**src/rtl/link_pkg.sv**
```systemverilog
// Shared constants and receiver state encoding for the inter-board link.
package link_pkg;
    localparam int LINK_DATA_W  = 6;
    localparam int MESSAGE_SIZE = 120;

    typedef enum logic [1:0] {
        IDLE   = 2'd0,
        RECV   = 2'd1,
        COMMIT = 2'd2
    } rx_state_t;
endpackage

```
**src/rtl/toggle_sync_detect.sv**
```systemverilog
// Synchronises {req, sof, din} from the mainboard and flags each req level change as one beat.
module toggle_sync_detect #(
    parameter int DATA_W      = 6,
    parameter int SYNC_STAGES = 2
) (
    input  logic              clk,
    input  logic              rst,
    input  logic              req_i,
    input  logic              sof_i,
    input  logic [DATA_W-1:0] din_i,
    input  logic              consume_i,
    output logic              beat_edge_o,
    output logic              req_sync_o,
    output logic              sof_sync_o,
    output logic [DATA_W-1:0] din_sync_o
);
    localparam int SW = DATA_W + 2;

    logic [SW-1:0] sync_q [SYNC_STAGES];
    logic          last_req_q;

    // Synchroniser chain; last_req only advances when the beat is consumed so a held-off edge persists
    always_ff @(posedge clk or posedge rst) begin
        if (rst) begin
            for (int i = 0; i < SYNC_STAGES; i++) begin
                sync_q[i] <= '0;
            end
            last_req_q <= 1'b0;
        end else begin
            sync_q[0] <= {req_i, sof_i, din_i};
            for (int i = 1; i < SYNC_STAGES; i++) begin
                sync_q[i] <= sync_q[i-1];
            end
            if (consume_i) begin
                last_req_q <= req_sync_o;
            end else begin
                last_req_q <= last_req_q;
            end
        end
    end

    assign {req_sync_o, sof_sync_o, din_sync_o} = sync_q[SYNC_STAGES-1];
    assign beat_edge_o = req_sync_o ^ last_req_q;
endmodule

```
**src/rtl/link_frame_receiver.sv**
```systemverilog
// Assembles toggle-handshaked beats into a checksummed datagram and publishes it atomically.
module link_frame_receiver
    import link_pkg::*;
#(
    parameter int DATA_W      = LINK_DATA_W,
    parameter int MSG_W       = MESSAGE_SIZE,
    parameter bit CHECKSUM_EN = 1'b1,
    parameter int SYNC_STAGES = 2
) (
    input  logic              clk,
    input  logic              rst,
    input  logic              req,
    input  logic [DATA_W-1:0] din,
    input  logic              sof,
    output logic              ack,
    output logic [MSG_W-1:0]  read_buffer,
    output logic              frame_valid,
    output logic              frame_err,
    output logic [15:0]       frame_cnt,
    output logic [7:0]        err_cnt
);
    localparam int BEATS    = (MSG_W + DATA_W - 1) / DATA_W;
    localparam int TOTAL    = BEATS + (CHECKSUM_EN ? 1 : 0);
    localparam int SHADOW_W = BEATS * DATA_W;
    localparam int IDX_W    = $clog2(TOTAL + 1);

    logic              beat_edge_s;
    logic              req_sync_s;
    logic              sof_sync_s;
    logic [DATA_W-1:0] din_sync_s;
    logic              consume_s;

    rx_state_t         state_q, state_d;
    logic [IDX_W-1:0]  idx_q, idx_d;
    logic [DATA_W-1:0] xor_q, xor_d;
    logic              chk_ok_q, chk_ok_d;
    logic [SHADOW_W-1:0] shadow_q, shadow_d;
    logic [MSG_W-1:0]  rb_q, rb_d;
    logic              fv_q, fv_d;
    logic              fe_q, fe_d;
    logic [15:0]       fcnt_q, fcnt_d;
    logic [7:0]        ecnt_q, ecnt_d;
    logic              ack_q, ack_d;
    logic              start_s;

    toggle_sync_detect #(
        .DATA_W     (DATA_W),
        .SYNC_STAGES(SYNC_STAGES)
    ) u_sync (
        .clk        (clk),
        .rst        (rst),
        .req_i      (req),
        .sof_i      (sof),
        .din_i      (din),
        .consume_i  (consume_s),
        .beat_edge_o(beat_edge_s),
        .req_sync_o (req_sync_s),
        .sof_sync_o (sof_sync_s),
        .din_sync_o (din_sync_s)
    );

    // A beat arriving during COMMIT stays pending until the following IDLE cycle
    assign consume_s = beat_edge_s && (state_q != COMMIT);

    // Frame FSM, shadow assembly, checksum and counters
    always_comb begin
        state_d  = state_q;
        idx_d    = idx_q;
        xor_d    = xor_q;
        chk_ok_d = chk_ok_q;
        shadow_d = shadow_q;
        rb_d     = rb_q;
        fv_d     = 1'b0;
        fe_d     = 1'b0;
        fcnt_d   = fcnt_q;
        ack_d    = ack_q;
        start_s  = 1'b0;

        if (consume_s) begin
            ack_d = req_sync_s;
        end else begin
            ack_d = ack_q;
        end

        case (state_q)
            IDLE: begin
                if (consume_s) begin
                    if (sof_sync_s) begin
                        start_s = 1'b1;
                    end else begin
                        fe_d = 1'b1;
                    end
                end else begin
                    state_d = IDLE;
                end
            end
            RECV: begin
                if (consume_s) begin
                    if (sof_sync_s) begin
                        fe_d    = 1'b1;
                        start_s = 1'b1;
                    end else if (idx_q < IDX_W'(BEATS)) begin
                        for (int k = 0; k < BEATS; k++) begin
                            if (idx_q == IDX_W'(k)) begin
                                shadow_d[k*DATA_W +: DATA_W] = din_sync_s;
                            end else begin
                                shadow_d[k*DATA_W +: DATA_W] = shadow_d[k*DATA_W +: DATA_W];
                            end
                        end
                        xor_d = xor_q ^ din_sync_s;
                        idx_d = idx_q + IDX_W'(1);
                        if (idx_q == IDX_W'(TOTAL - 1)) begin
                            state_d = COMMIT;
                        end else begin
                            state_d = RECV;
                        end
                    end else begin
                        chk_ok_d = (din_sync_s == xor_q);
                        state_d  = COMMIT;
                    end
                end else begin
                    state_d = RECV;
                end
            end
            COMMIT: begin
                if (!CHECKSUM_EN || chk_ok_q) begin
                    rb_d   = shadow_q[MSG_W-1:0];
                    fv_d   = 1'b1;
                    fcnt_d = fcnt_q + 16'd1;
                end else begin
                    fe_d = 1'b1;
                end
                state_d = IDLE;
            end
            default: begin
                state_d = IDLE;
            end
        endcase

        if (start_s) begin
            shadow_d                = '0;
            shadow_d[DATA_W-1:0]    = din_sync_s;
            idx_d                   = IDX_W'(1);
            xor_d                   = din_sync_s;
            chk_ok_d                = 1'b1;
            state_d                 = (TOTAL == 1) ? COMMIT : RECV;
        end else begin
            idx_d = idx_d;
        end

        if (fe_d && (ecnt_q != 8'hFF)) begin
            ecnt_d = ecnt_q + 8'd1;
        end else begin
            ecnt_d = ecnt_q;
        end
    end

    // State and output registers
    always_ff @(posedge clk or posedge rst) begin
        if (rst) begin
            state_q  <= IDLE;
            idx_q    <= '0;
            xor_q    <= '0;
            chk_ok_q <= 1'b0;
            shadow_q <= '0;
            rb_q     <= '0;
            fv_q     <= 1'b0;
            fe_q     <= 1'b0;
            fcnt_q   <= 16'd0;
            ecnt_q   <= 8'd0;
            ack_q    <= 1'b0;
        end else begin
            state_q  <= state_d;
            idx_q    <= idx_d;
            xor_q    <= xor_d;
            chk_ok_q <= chk_ok_d;
            shadow_q <= shadow_d;
            rb_q     <= rb_d;
            fv_q     <= fv_d;
            fe_q     <= fe_d;
            fcnt_q   <= fcnt_d;
            ecnt_q   <= ecnt_d;
            ack_q    <= ack_d;
        end
    end

    assign ack         = ack_q;
    assign read_buffer = rb_q;
    assign frame_valid = fv_q;
    assign frame_err   = fe_q;
    assign frame_cnt   = fcnt_q;
    assign err_cnt     = ecnt_q;
endmodule

```
**config.mk**
```make
export PLATFORM = sky130hd
export DESIGN_NAME = link_frame_receiver
export DESIGN_NICKNAME = d
export VERILOG_FILES = /design/src/rtl/link_pkg.sv /design/src/rtl/toggle_sync_detect.sv /design/src/rtl/link_frame_receiver.sv
export SDC_FILE = /design/constraint.sdc
export NUM_CORES = 1
export LEC_CHECK = 0
export ABC_AREA = 1
export BUFFER_PORTS_ARGS = -buffer_cell sky130_fd_sc_hd__buf_2
export CAP_MARGIN = 30
export CORE_AREA = 2 2 148 150
export CTS_CLUSTER_SIZE = 40
export DETAILED_ROUTE_END_ITERATION = 8
export DIE_AREA = 0 0 150 152
export MAX_ROUTING_LAYER = met4
export PLACE_DENSITY = 0.79
export SLEW_MARGIN = 20
export SYNTH_ARGS = -nofsm -noshare
export SYNTH_HDL_FRONTEND = slang
export SYNTH_HIERARCHICAL = 1
export SYNTH_SLANG_ARGS = --single-unit
```
**constraint.sdc**
```tcl
create_clock -name clk -period 13.75 [get_ports clk]
set_input_delay 2.75 -clock clk [delete_from_list [all_inputs] [get_ports clk]]
set_output_delay 2.75 -clock clk [all_outputs]
set_load 0.01 [all_outputs]
```
==> flow_summary.json, run 1 <==
{
  "status": "complete, no violations",
  "crit_path_start_kind": "input pin",
  "finalSetupTns_ns": 0,
  "worst_pin_slew_ns": 0.906,
  "p_leak_nw": 7.84,
  "vias": 9279,
  "rsz0062_at_grt": "false",
  "netlist_top_cells_count": "671 x nand2_1, 298 x dfrtp_1, 72 x o21ai_1",
  "stdcell_count": 1790,
  "track_usage": 0.247,
  "synth_cells": 1361,
  "sequentialPowerShare": 0.487,
  "synthFlopType": "dfrtp_1",
  "p_clk_frac": 0.322,
  "antenna_cells": 0,
  "floorplan.die.width_um": 150,
  "place_inst": 1736,
  "design.core.area_sq_um": 21400,
  "synth_area_leaders": "dfrtp_1 61%, nand2_1 21%, o21ai_1 3.0%, inv_1 2.0%, o21ai_0 1.8%",
  "power_density_nw_per_um2": 176,
  "detail-route-antenna-nets": 0,
  "cts.sinks": 298,
  "h-tree-depth": 1,
  "drc_errors": 0,
  "cts_tree": "yes",
  "num_io_pins": 157,
  "die_y_um": 152,
  "routedWlPerCell_um": 15.0,
  "yosysMostFrequentCell": "nand2_1",
  "fin_skew_ns": 0.00869,
  "swShare": 0.312,
  "start_util": 0.569,
  "grt_antenna_before_repair": 0,
  "num_rows": 54,
  "dieArea_sq_um": 22800,
  "vdd_drop_max_mv": 0.0899,
  "synth_nets": 1378,
  "yosysSeqAreaShare": 0.614,
  "whs_ns": 0.347,
  "placed_cell_area_sq_um": 12900,
  "period_needed_ns": 3.95,
  "reg2reg_depth": 8,
  "rr_endpoint": "shadow_q[6]$_DFFE_PP0P_",
  "clk_pin_slew_ns": 0.06,
  "synth_cell_types": 32,
  "fin_area_sq_um": 13900,
  "p_switching_mw": 0.766,
  "cp.arrival_ns": 4.68,
  "max_slew_margin": 0.394,
  "crit_fanout": 61,
  "grt_overflow_total": 0,
  "setup_viol": 0,
  "gp_congestion": 0.859,
  "post_cts_buffers": 0,
  "yosys_warnings": 6,
  "worst_setup_path_end_kind": "asynchronous set/reset pin",
  "maxCapViolations": 0,
  "first_pass_iters": 5,
  "hold_violations": 0,
  "ff2ff_setup_slack_ns": 10.68,
  "area_growth_pct": 14.7,
  "comb_power_share": 0.191,
  "dp_hpwl_mm": 16.6,
  "grt_max_degree": 111,
  "endpoint": "shadow_q[84]$_DFFE_PP0P_",
  "synth-edff-count": 0,
  "drt_iter0_drc": 683,
  "clkLatencyLatePin_ns": 0.54,
  "first_global_vias": 8878,
  "drive_gt1_frac": 0.168,
  "max_freq_mhz": 253,
  "crit_start": "rst",
  "grt_first_pass_wirelength_mm": 44.5,
  "port_buffers": 156,
  "synth_top_area_cell": "dfrtp_1",
  "via_per_inst": 5.18,
  "synth_top_area_frac": 0.614,
  "root_buffer": "clkbuf_16",
  "async_flop_share": 1.00,
  "cts-buffers-inserted": 29,
  "hold_buffers": 0,
  "critPathRequiredTime_ns": 14.48,
  "hold_class": "reg -> reg",
  "drt-total-wl_mm": 26.9,
  "layout.nets": 1506,
  "cts_resized": 0,
  "reg2reg_from": "u_sync/req_sync_o$_DFF_PP0_",
  "slew_violations": 0,
  "syn_area_per_cell_sq_um": 8.93,
  "cts_max_path_buffers": 3,
  "min_period_over_period": 0.287,
  "worst-setup-path-type": "in -> async",
  "synth_seq_cells": 298,
  "netlist_area_sq_um": 12200,
  "power.internal_mw": 1.69
}
==> how the worst min path moves through the flow <==
stage / start / to / slack [ns] / cells past startpoint
after floorplan: u_sync/sync_q[8]$_DFF_PP0_ / u_sync/din_sync_o[0]$_DFF_PP0_ / 0.33 / 0
after global placement: u_sync/sync_q[10]$_DFF_PP0_ / u_sync/din_sync_o[2]$_DFF_PP0_ / 0.33 / 0
after detailed placement: u_sync/sync_q[14]$_DFF_PP0_ / u_sync/sof_sync_o$_DFF_PP0_ / 0.34 / 0
after CTS: u_sync/sync_q[14]$_DFF_PP0_ / u_sync/sof_sync_o$_DFF_PP0_ / 0.35 / 0
after global routing: u_sync/sync_q[11]$_DFF_PP0_ / u_sync/din_sync_o[3]$_DFF_PP0_ / 0.35 / 0
final: u_sync/sync_q[11]$_DFF_PP0_ / u_sync/din_sync_o[3]$_DFF_PP0_ / 0.35 / 0
==> routing by layer <==
| layer | track usage | wire length (um) |
|---|---|---|
| met1 | 0.346 | 11800 |
| met2 | 0.383 | 12800 |
| met3 | 0.0330 | 1610 |
| met4 | 0.0696 | 672 |
| met5 | - | 0 |
==> critical path, stage by stage <==
cell,delay (ns)
buf_2,0.14
inv_8,0.23
buf_4,0.67
buf_4,0.53
buf_12,0.28
==> cells by family (layout without fill, tap and decap cells) <==
kind of cell               Yosys count  after routing  synth area share
buffers and inverters              136            285            0.0570
DFF                                298            298             0.614
and+or+nand+nor                    774            774             0.253
xor gates and xnor gates            16             16            0.0115
adders and majority gates            7              7           0.00721
AOI/OAI and AO/OA                  130            130            0.0572
==> cells in the final DEF (no fill, tap or decap), drive strengths merged <==
cell        n
o21ai     127
xor2        8
xnor2       8
clkbuf     43
nand4       8
a21oi       2
nor4        1
o21a        1
ha          7
buf       163
clkinv      4
nor2       37
inv        72
nand2     688
clkinvlp    1
dfrtp     298
nor3        1
or2         1
bufinv      2
nand3      37
nand3b      1
==> sequential cells by signal (all words and copies together) (netlist names), 2 cells and up <==
register	count
state_q	2
u_sync/sync_q	8
err_cnt	8
xor_q	6
u_sync/din_sync_o	6
shadow_q	120
frame_cnt	16
read_buffer	120
idx_q	5
==> power groups by stage <==
stage	clock [mW]	combinational, mW	sequential (mW)
2_1_floorplan	0	0.397	1.17
3_3_place_gp	0	0.441	1.19
3_5_place_dp	0	0.465	1.20
4_1_cts	0.802	0.474	1.19
5_1_grt	0.839	0.548	1.22
6_report	0.790	0.469	1.19
==> metrics by stage <==
| step | power [mW] | worst slack (ns) | util |
|---|---|---|---|
| 5_1_grt | 2.60 | 9.53 | 0.653 |
| 6_report | 2.45 | 9.80 | 0.653 |
| 4_1_cts | 2.47 | 9.54 | 0.650 |
| 2_1_floorplan | 1.57 | 3.25 | - |
| 3_5_place_dp | 1.67 | 8.96 | 0.606 |
| 3_3_place_gp | 1.63 | 8.37 | 0.604 |
==> layout make-up <==
type | count | area, sq um
clock buffers | 43 | 848
clock inverters | 9 | 105
fillers | 1715 | 7420
inverters | 70 | 275
multi-input cells | 927 | 4010
flip-flops and latches | 298 | 7460
well taps | 280 | 350
repair buffers | 163 | 886
(Power assumes the default switching activity.)
==> inputs of run 2 (changes only) <==
--- a/config.mk
+++ b/config.mk
@@ -8,12 +8,12 @@
 export ABC_AREA = 1
 export BUFFER_PORTS_ARGS = -buffer_cell sky130_fd_sc_hd__buf_2
 export CAP_MARGIN = 30
-export CORE_AREA = 2 2 148 150
+export CORE_AREA = 2 2 156 158
 export CTS_CLUSTER_SIZE = 40
 export DETAILED_ROUTE_END_ITERATION = 8
-export DIE_AREA = 0 0 150 152
+export DIE_AREA = 0 0 158 160
 export MAX_ROUTING_LAYER = met4
-export PLACE_DENSITY = 0.79
+export PLACE_DENSITY = 0.75
 export SLEW_MARGIN = 20
 export SYNTH_ARGS = -nofsm -noshare
 export SYNTH_HDL_FRONTEND = slang
==> constraint.sdc (replaced) <==
create_clock -name clk -period 3.5 [get_ports clk]
set_input_delay 0.7 -clock clk [delete_from_list [all_inputs] [get_ports clk]]
set_output_delay 0.7 -clock clk [all_outputs]
set_load 0.01 [all_outputs]
==> flow_summary.json, run 2 (synthesis results as in run 1) <==
{
  "status": "complete, no violations",
  "drc_errors": 0,
  "antenna_cells": 0,
  "reg2reg_depth": 10,
  "cp_cell_sequence": "inv_1 -> nand2_1 -> nand2_1 -> nand3_2 -> nand2_2 -> nand2_2 -> nor2_4 -> nand2_1 -> nand2_1 -> nand2_1",
  "power_density_nw_per_um2": 695,
  "layout.nets": 1515,
  "detail-route-antenna-nets": 0,
  "hold_class": "in -> async",
  "h-tree-depth": 1,
  "cp_top_family": "simple AND/OR/NAND/NOR gates",
  "hold_buffers": 0,
  "grt_max_degree": 99,
  "endpoint": "shadow_q[17]$_DFFE_PP0P_",
  "slowest_delay_ns": 0.49,
  "whs_ns": 0.258,
  "crit_start": "u_sync/req_sync_o$_DFF_PP0_",
  "cts-buffers-inserted": 30,
  "die_y_um": 160,
  "cp_common_cell": "nand2_1",
  "rsz0062_at_grt": "false",
  "crit_fanout": 31,
  "dp_hpwl_mm": 17.2,
  "area_growth_pct": 16.2,
  "crit_buf_inv": 1,
  "worst_setup_path_end_kind": "register",
  "fin_util": 0.593,
  "critPathRequiredTime_ns": 3.94,
  "setup_viol": 0,
  "period_needed_ns": 2.58,
  "drt-total-wl_mm": 26.7,
  "start_util": 0.510,
  "fin_skew_ns": 0.0160,
  "port_buffers": 156,
  "routedWlPerCell_um": 14.5,
  "clk_pin_slew_ns": 0.06,
  "cts_resized": 0,
  "track_usage": 0.220,
  "layout_common_cells": "671 x nand2_1, 298 x dfrtp_1, 156 x buf_2",
  "finalSetupTns_ns": 0,
  "max_slew_margin": 0.507,
  "gp_congestion": 0.842,
  "cts.sinks": 298,
  "via_per_inst": 4.97,
  "max_freq_mhz": 387,
  "critPathSlowestCell": "nand3_2",
  "vdd_drop_max_mv": 0.359,
  "setup_ws_ns": 0.919,
  "cp.arrival_ns": 3.02,
  "hold_violations": 0,
  "place_inst": 1789,
  "ff2ff_setup_slack_ns": 0.92,
  "p_leak_nw": 7.90,
  "floorplan.die.width_um": 158,
  "dieArea_sq_um": 25300,
  "vias": 9151,
  "worst-setup-path-type": "reg -> reg",
  "worst_pin_slew_ns": 0.737,
  "final_common_cell": "nand2_1",
  "first_pass_iters": 5,
  "drive_gt1_frac": 0.175,
  "path_depth": 10,
  "num_rows": 57,
  "maxCapViolations": 0,
  "cts_max_path_buffers": 3,
  "stdcell_count": 1843,
  "grt_antenna_before_repair": 0,
  "grt_overflow_total": 0,
  "reg2reg_from": "u_sync/req_sync_o$_DFF_PP0_",
  "clkLatencyLatePin_ns": 0.55,
  "min_period_over_period": 0.737,
  "grt_first_pass_wirelength_mm": 44.0,
  "crit_path_start_kind": "register",
  "drt_iter0_drc": 725,
  "cts_tree": "yes",
  "design.core.area_sq_um": 23800,
  "rr_endpoint": "shadow_q[17]$_DFFE_PP0P_",
  "slew_violations": 0,
  "post_cts_buffers": 0,
  "place_ws_ns": 0.957,
  "first_global_vias": 8949,
  "root_buffer": "clkbuf_16",
  "num_io_pins": 157
}
run 2: power by group:
group / switching [mW] / leakage (nW) / internal, mW
combinational: 1.23 / 3.46 / 0.616
clock: 1.31 / 0.498 / 1.95
sequential: 0.490 / 3.95 / 4.21
total: 3.03 / 7.90 / 6.77
run 2: per-layer routing:
metal / part of all wire / track usage / vias to the layer above
li1: - / - / 4490
met1: 0.46 / 0.310 / 4370
met2: 0.46 / 0.335 / 244
met3: 0.062 / 0.0326 / 47
met4: 0.023 / 0.0643 / 0
met5: 0 / - / -
run 2: how the worst min path moves through the flow:
stage | start | to | slack, ns | cells after the start
after global placement | u_sync/sync_q[11]$_DFF_PP0_ | u_sync/din_sync_o[3]$_DFF_PP0_ | 0.33 | 0
after detailed placement | u_sync/sync_q[10]$_DFF_PP0_ | u_sync/din_sync_o[2]$_DFF_PP0_ | 0.33 | 0
final | rst | u_sync/sync_q[14]$_DFF_PP0_ | 0.26 | 2
after CTS | din[5] | u_sync/sync_q[13]$_DFF_PP0_ | 0.24 | 1
after global routing | sof | u_sync/sync_q[14]$_DFF_PP0_ | 0.24 | 1
after floorplan | u_sync/sync_q[8]$_DFF_PP0_ | u_sync/din_sync_o[0]$_DFF_PP0_ | 0.33 | 0
run 2: area by class of cell:
type / instances / area (sq um)
inverter: 70 / 272
tap: 324 / 405
multi-input combinational: 927 / 4010
timing repair buffer: 171 / 963
clock inverter: 16 / 189
sequential: 298 / 7460
fill: 2098 / 9700
clock buffer: 37 / 818
run 2: through the flow:
step	power [mW]	area, sq um
floorplan	6.16	12200
global placement	6.49	13100
detailed placement	6.59	13100
CTS	9.89	14100
global route	10.4	14100
finish	9.81	14100
==> inputs of run 3 (changes only) <==
--- a/config.mk
+++ b/config.mk
@@ -5,13 +5,13 @@
 export SDC_FILE = /design/constraint.sdc
 export NUM_CORES = 1
 export LEC_CHECK = 0
-export ABC_AREA = 1
+export ABC_AREA = 0
 export BUFFER_PORTS_ARGS = -buffer_cell sky130_fd_sc_hd__buf_2
 export CAP_MARGIN = 30
-export CORE_AREA = 2 2 156 158
+export CORE_AREA = 2 2 155 157
 export CTS_CLUSTER_SIZE = 40
 export DETAILED_ROUTE_END_ITERATION = 8
-export DIE_AREA = 0 0 158 160
+export DIE_AREA = 0 0 157 159
 export MAX_ROUTING_LAYER = met4
 export PLACE_DENSITY = 0.75
 export SLEW_MARGIN = 20
==> constraint.sdc (replaced) <==
create_clock -name clk -period 2.1 [get_ports clk]
set_input_delay 0.42 -clock clk [delete_from_list [all_inputs] [get_ports clk]]
set_output_delay 0.42 -clock clk [all_outputs]
set_load 0.01 [all_outputs]
==> flow_summary.json, run 3 <==
{
  "grt_antenna_before_repair": 0,
  "p_leak_nw": 7.91,
  "synth-edff-count": 0,
  "root_buffer": "clkbuf_16",
  "fin_skew_ns": 0.0131,
  "reg2reg_from": "u_sync/last_req_q$_DFFE_PP0P_",
  "dp_hpwl_mm": 16.8,
  "synth_nets": 1171,
  "port_buffers": 156,
  "design.core.area_sq_um": 23200,
  "num_io_pins": 157,
  "final_common_cell": "nand2_1",
  "power_density_nw_per_um2": 1110,
  "max_slew_margin": 0.601,
  "hold_depth": 0,
  "cts-buffers-inserted": 31,
  "worstHoldStart": "u_sync/sync_q[12]$_DFF_PP0_",
  "hold_class": "reg -> reg",
  "min_period_over_period": 0.934,
  "cts.sinks": 298,
  "multi_input_area_sq_um": 4000,
  "grt_max_degree": 94,
  "netlist_area_sq_um": 11900,
  "vdd_drop_max_mv": 0.772,
  "detail-route-antenna-nets": 0,
  "floorplan.die.width_um": 157,
  "synthFlopType": "dfrtp_1",
  "track_usage": 0.224,
  "netlist_top_cells_count": "406 x nand2_1, 298 x dfrtp_1, 69 x o21ai_0",
  "cts_max_path_buffers": 3,
  "rsz0062_at_grt": "true",
  "clk_pin_slew_ns": 0.06,
  "regArea_sq_um": 7460,
  "clkLatencyLatePin_ns": 0.54,
  "cts_tree": "yes",
  "vias": 8486,
  "layout_common_cells": "406 x nand2_1, 298 x dfrtp_1, 156 x buf_2",
  "grt_overflow_total": 0,
  "dieArea_sq_um": 25000,
  "synth_cell_types": 48,
  "hold_violations": 0,
  "grt_first_pass_wirelength_mm": 44.0,
  "synth_top_area_cell": "dfrtp_1",
  "yosysMostFrequentCell": "nand2_1",
  "fin_area_sq_um": 14200,
  "place_inst": 1584,
  "rr_endpoint": "err_cnt[7]$_DFFE_PP0P_",
  "syn_area_per_cell_sq_um": 10.3,
  "synth_area_leaders": "dfrtp_1 63%, nand2_1 13%, mux2i_1 4.3%, o21ai_0 2.9%, nand3_1 2.4%",
  "via_per_inst": 5.15,
  "critPathRequiredTime_ns": 2.52,
  "ff2ff_setup_slack_ns": 0.14,
  "layout.nets": 1324,
  "drive_gt1_frac": 0.198,
  "routedWlPerCell_um": 15.9,
  "cp.arrival_ns": 2.39,
  "die_y_um": 159,
  "synth_top_area_frac": 0.628,
  "synth_seq_cells": 298,
  "async_flop_share": 1.00,
  "crit_path_start_kind": "register",
  "worst_setup_path_end_kind": "register",
  "filler_cell_count": 1932,
  "synth_cells": 1154,
  "slew_violations": 0,
  "drt-total-wl_mm": 26.2,
  "reg2reg_depth": 6,
  "area_growth_pct": 19.4,
  "maxCapViolations": 0,
  "yosysSeqAreaShare": 0.628,
  "h-tree-depth": 1,
  "start_util": 0.512,
  "first_global_vias": 8303,
  "fin_util": 0.611,
  "placed_cell_area_sq_um": 13000,
  "crit_start": "u_sync/last_req_q$_DFFE_PP0P_",
  "status": "complete, no violations",
  "crit_fanout": 10,
  "worst-setup-path-type": "reg -> reg",
  "drt_iter0_drc": 488,
  "max_freq_mhz": 510,
  "num_rows": 56,
  "drc_errors": 0,
  "worst_pin_slew_ns": 0.593,
  "post_cts_buffers": 0,
  "whs_ns": 0.341,
  "gp_congestion": 0.827,
  "setup_viol": 0,
  "antenna_cells": 0,
  "yosys_warnings": 6,
  "first_pass_iters": 4,
  "min_to": "u_sync/din_sync_o[4]$_DFF_PP0_",
  "stdcell_count": 1648,
  "period_needed_ns": 1.96
}
run 3: cell types whose count changed in the layout (fill, tap and decap cells not counted), moves of 25 or more:
cell,change
inv_1,-50
mux2i_1,+51
nand2_1,-265
nor2_1,+30
o21ai_0,+25
o21ai_1,-69
run 3: timing repair:
| action | CTS | global route |
|---|---|---|
| endpoints found under the setup margin | 0 | 25 |
| resized for setup | 0 | 2 |
| hold buffers | 9 | 0 |
| endpoints found under the hold margin | 25 | 0 |
run 3: area by class of cell:
type,instances,area share
timing repair buffer,196,0.0867
clock inverter,6,0.00600
multi-input combinational,765,0.282
inverter,15,0.00433
tap,319,0.0282
clock buffer,49,0.0666
sequential,298,0.526
run 3: power by group:
group / internal (mW) / switching (mW) / leakage [nW] / total (mW)
registers: 6.58 / 0.640 / 4.03 / 7.22
clock network: 3.30 / 2.14 / 0.500 / 5.44
logic: 1.26 / 1.82 / 3.38 / 3.08
run 3: worst max-delay path by stage:
stage / slack [ns] / to / cells after the start
2_1_floorplan: -2.04 / ack$_DFFE_PP0N_ / 1
3_3_place_gp: 0.16 / shadow_q[87]$_DFFE_PP0P_ / 7
3_5_place_dp: 0.08 / shadow_q[88]$_DFFE_PP0P_ / 7
4_1_cts: 0.07 / shadow_q[88]$_DFFE_PP0P_ / 7
5_1_grt: -0.03 / shadow_q[57]$_DFFE_PP0P_ / 4
6_report: 0.14 / err_cnt[7]$_DFFE_PP0P_ / 6
run 3: critical path, stage by stage, from the launching register on:
cell	delay (ns)
dfrtp_1	0.39
xor2_1	0.16
buf_4	0.16
and3b_1	0.18
a211o_1	0.45
nand4_1	0.17
mux2_2	0.33
run 3: per-layer routing:
layer  vias to the layer above  global-route usage  wire, um
met5                         -                   -         0
met4                         0              0.0584       565
met3                        46              0.0275      1190
met2                       212               0.329     12200
met1                      4164               0.333     12300
li1                       4064                   -         -
run 3: cells by family (layout without fill, tap and decap cells):
| family | Yosys count | after routing | share of synthesized area |
|---|---|---|---|
| AND/OR/NAND/NOR | 564 | 564 | 0.203 |
| multiplexers | 61 | 61 | 0.0531 |
| AO/OA/AOI/OAI | 105 | 105 | 0.0515 |
| flip-flops | 298 | 298 | 0.628 |
| XOR/XNOR | 28 | 28 | 0.0207 |
| buffers and inverters | 91 | 266 | 0.0356 |
| adder cells (fa/ha/maj) | 7 | 7 | 0.00738 |
run 3: per-stage QoR:
stage	worst slack, ns	power [mW]	setup TNS [ns]
floorplan	-2.04	9.33	-573.61
global placement	0.162	10.3	0
detailed placement	0.0822	10.4	0
CTS	0.0738	15.8	0
global route	-0.0324	16.6	-0.0693
finish	0.139	15.7	0
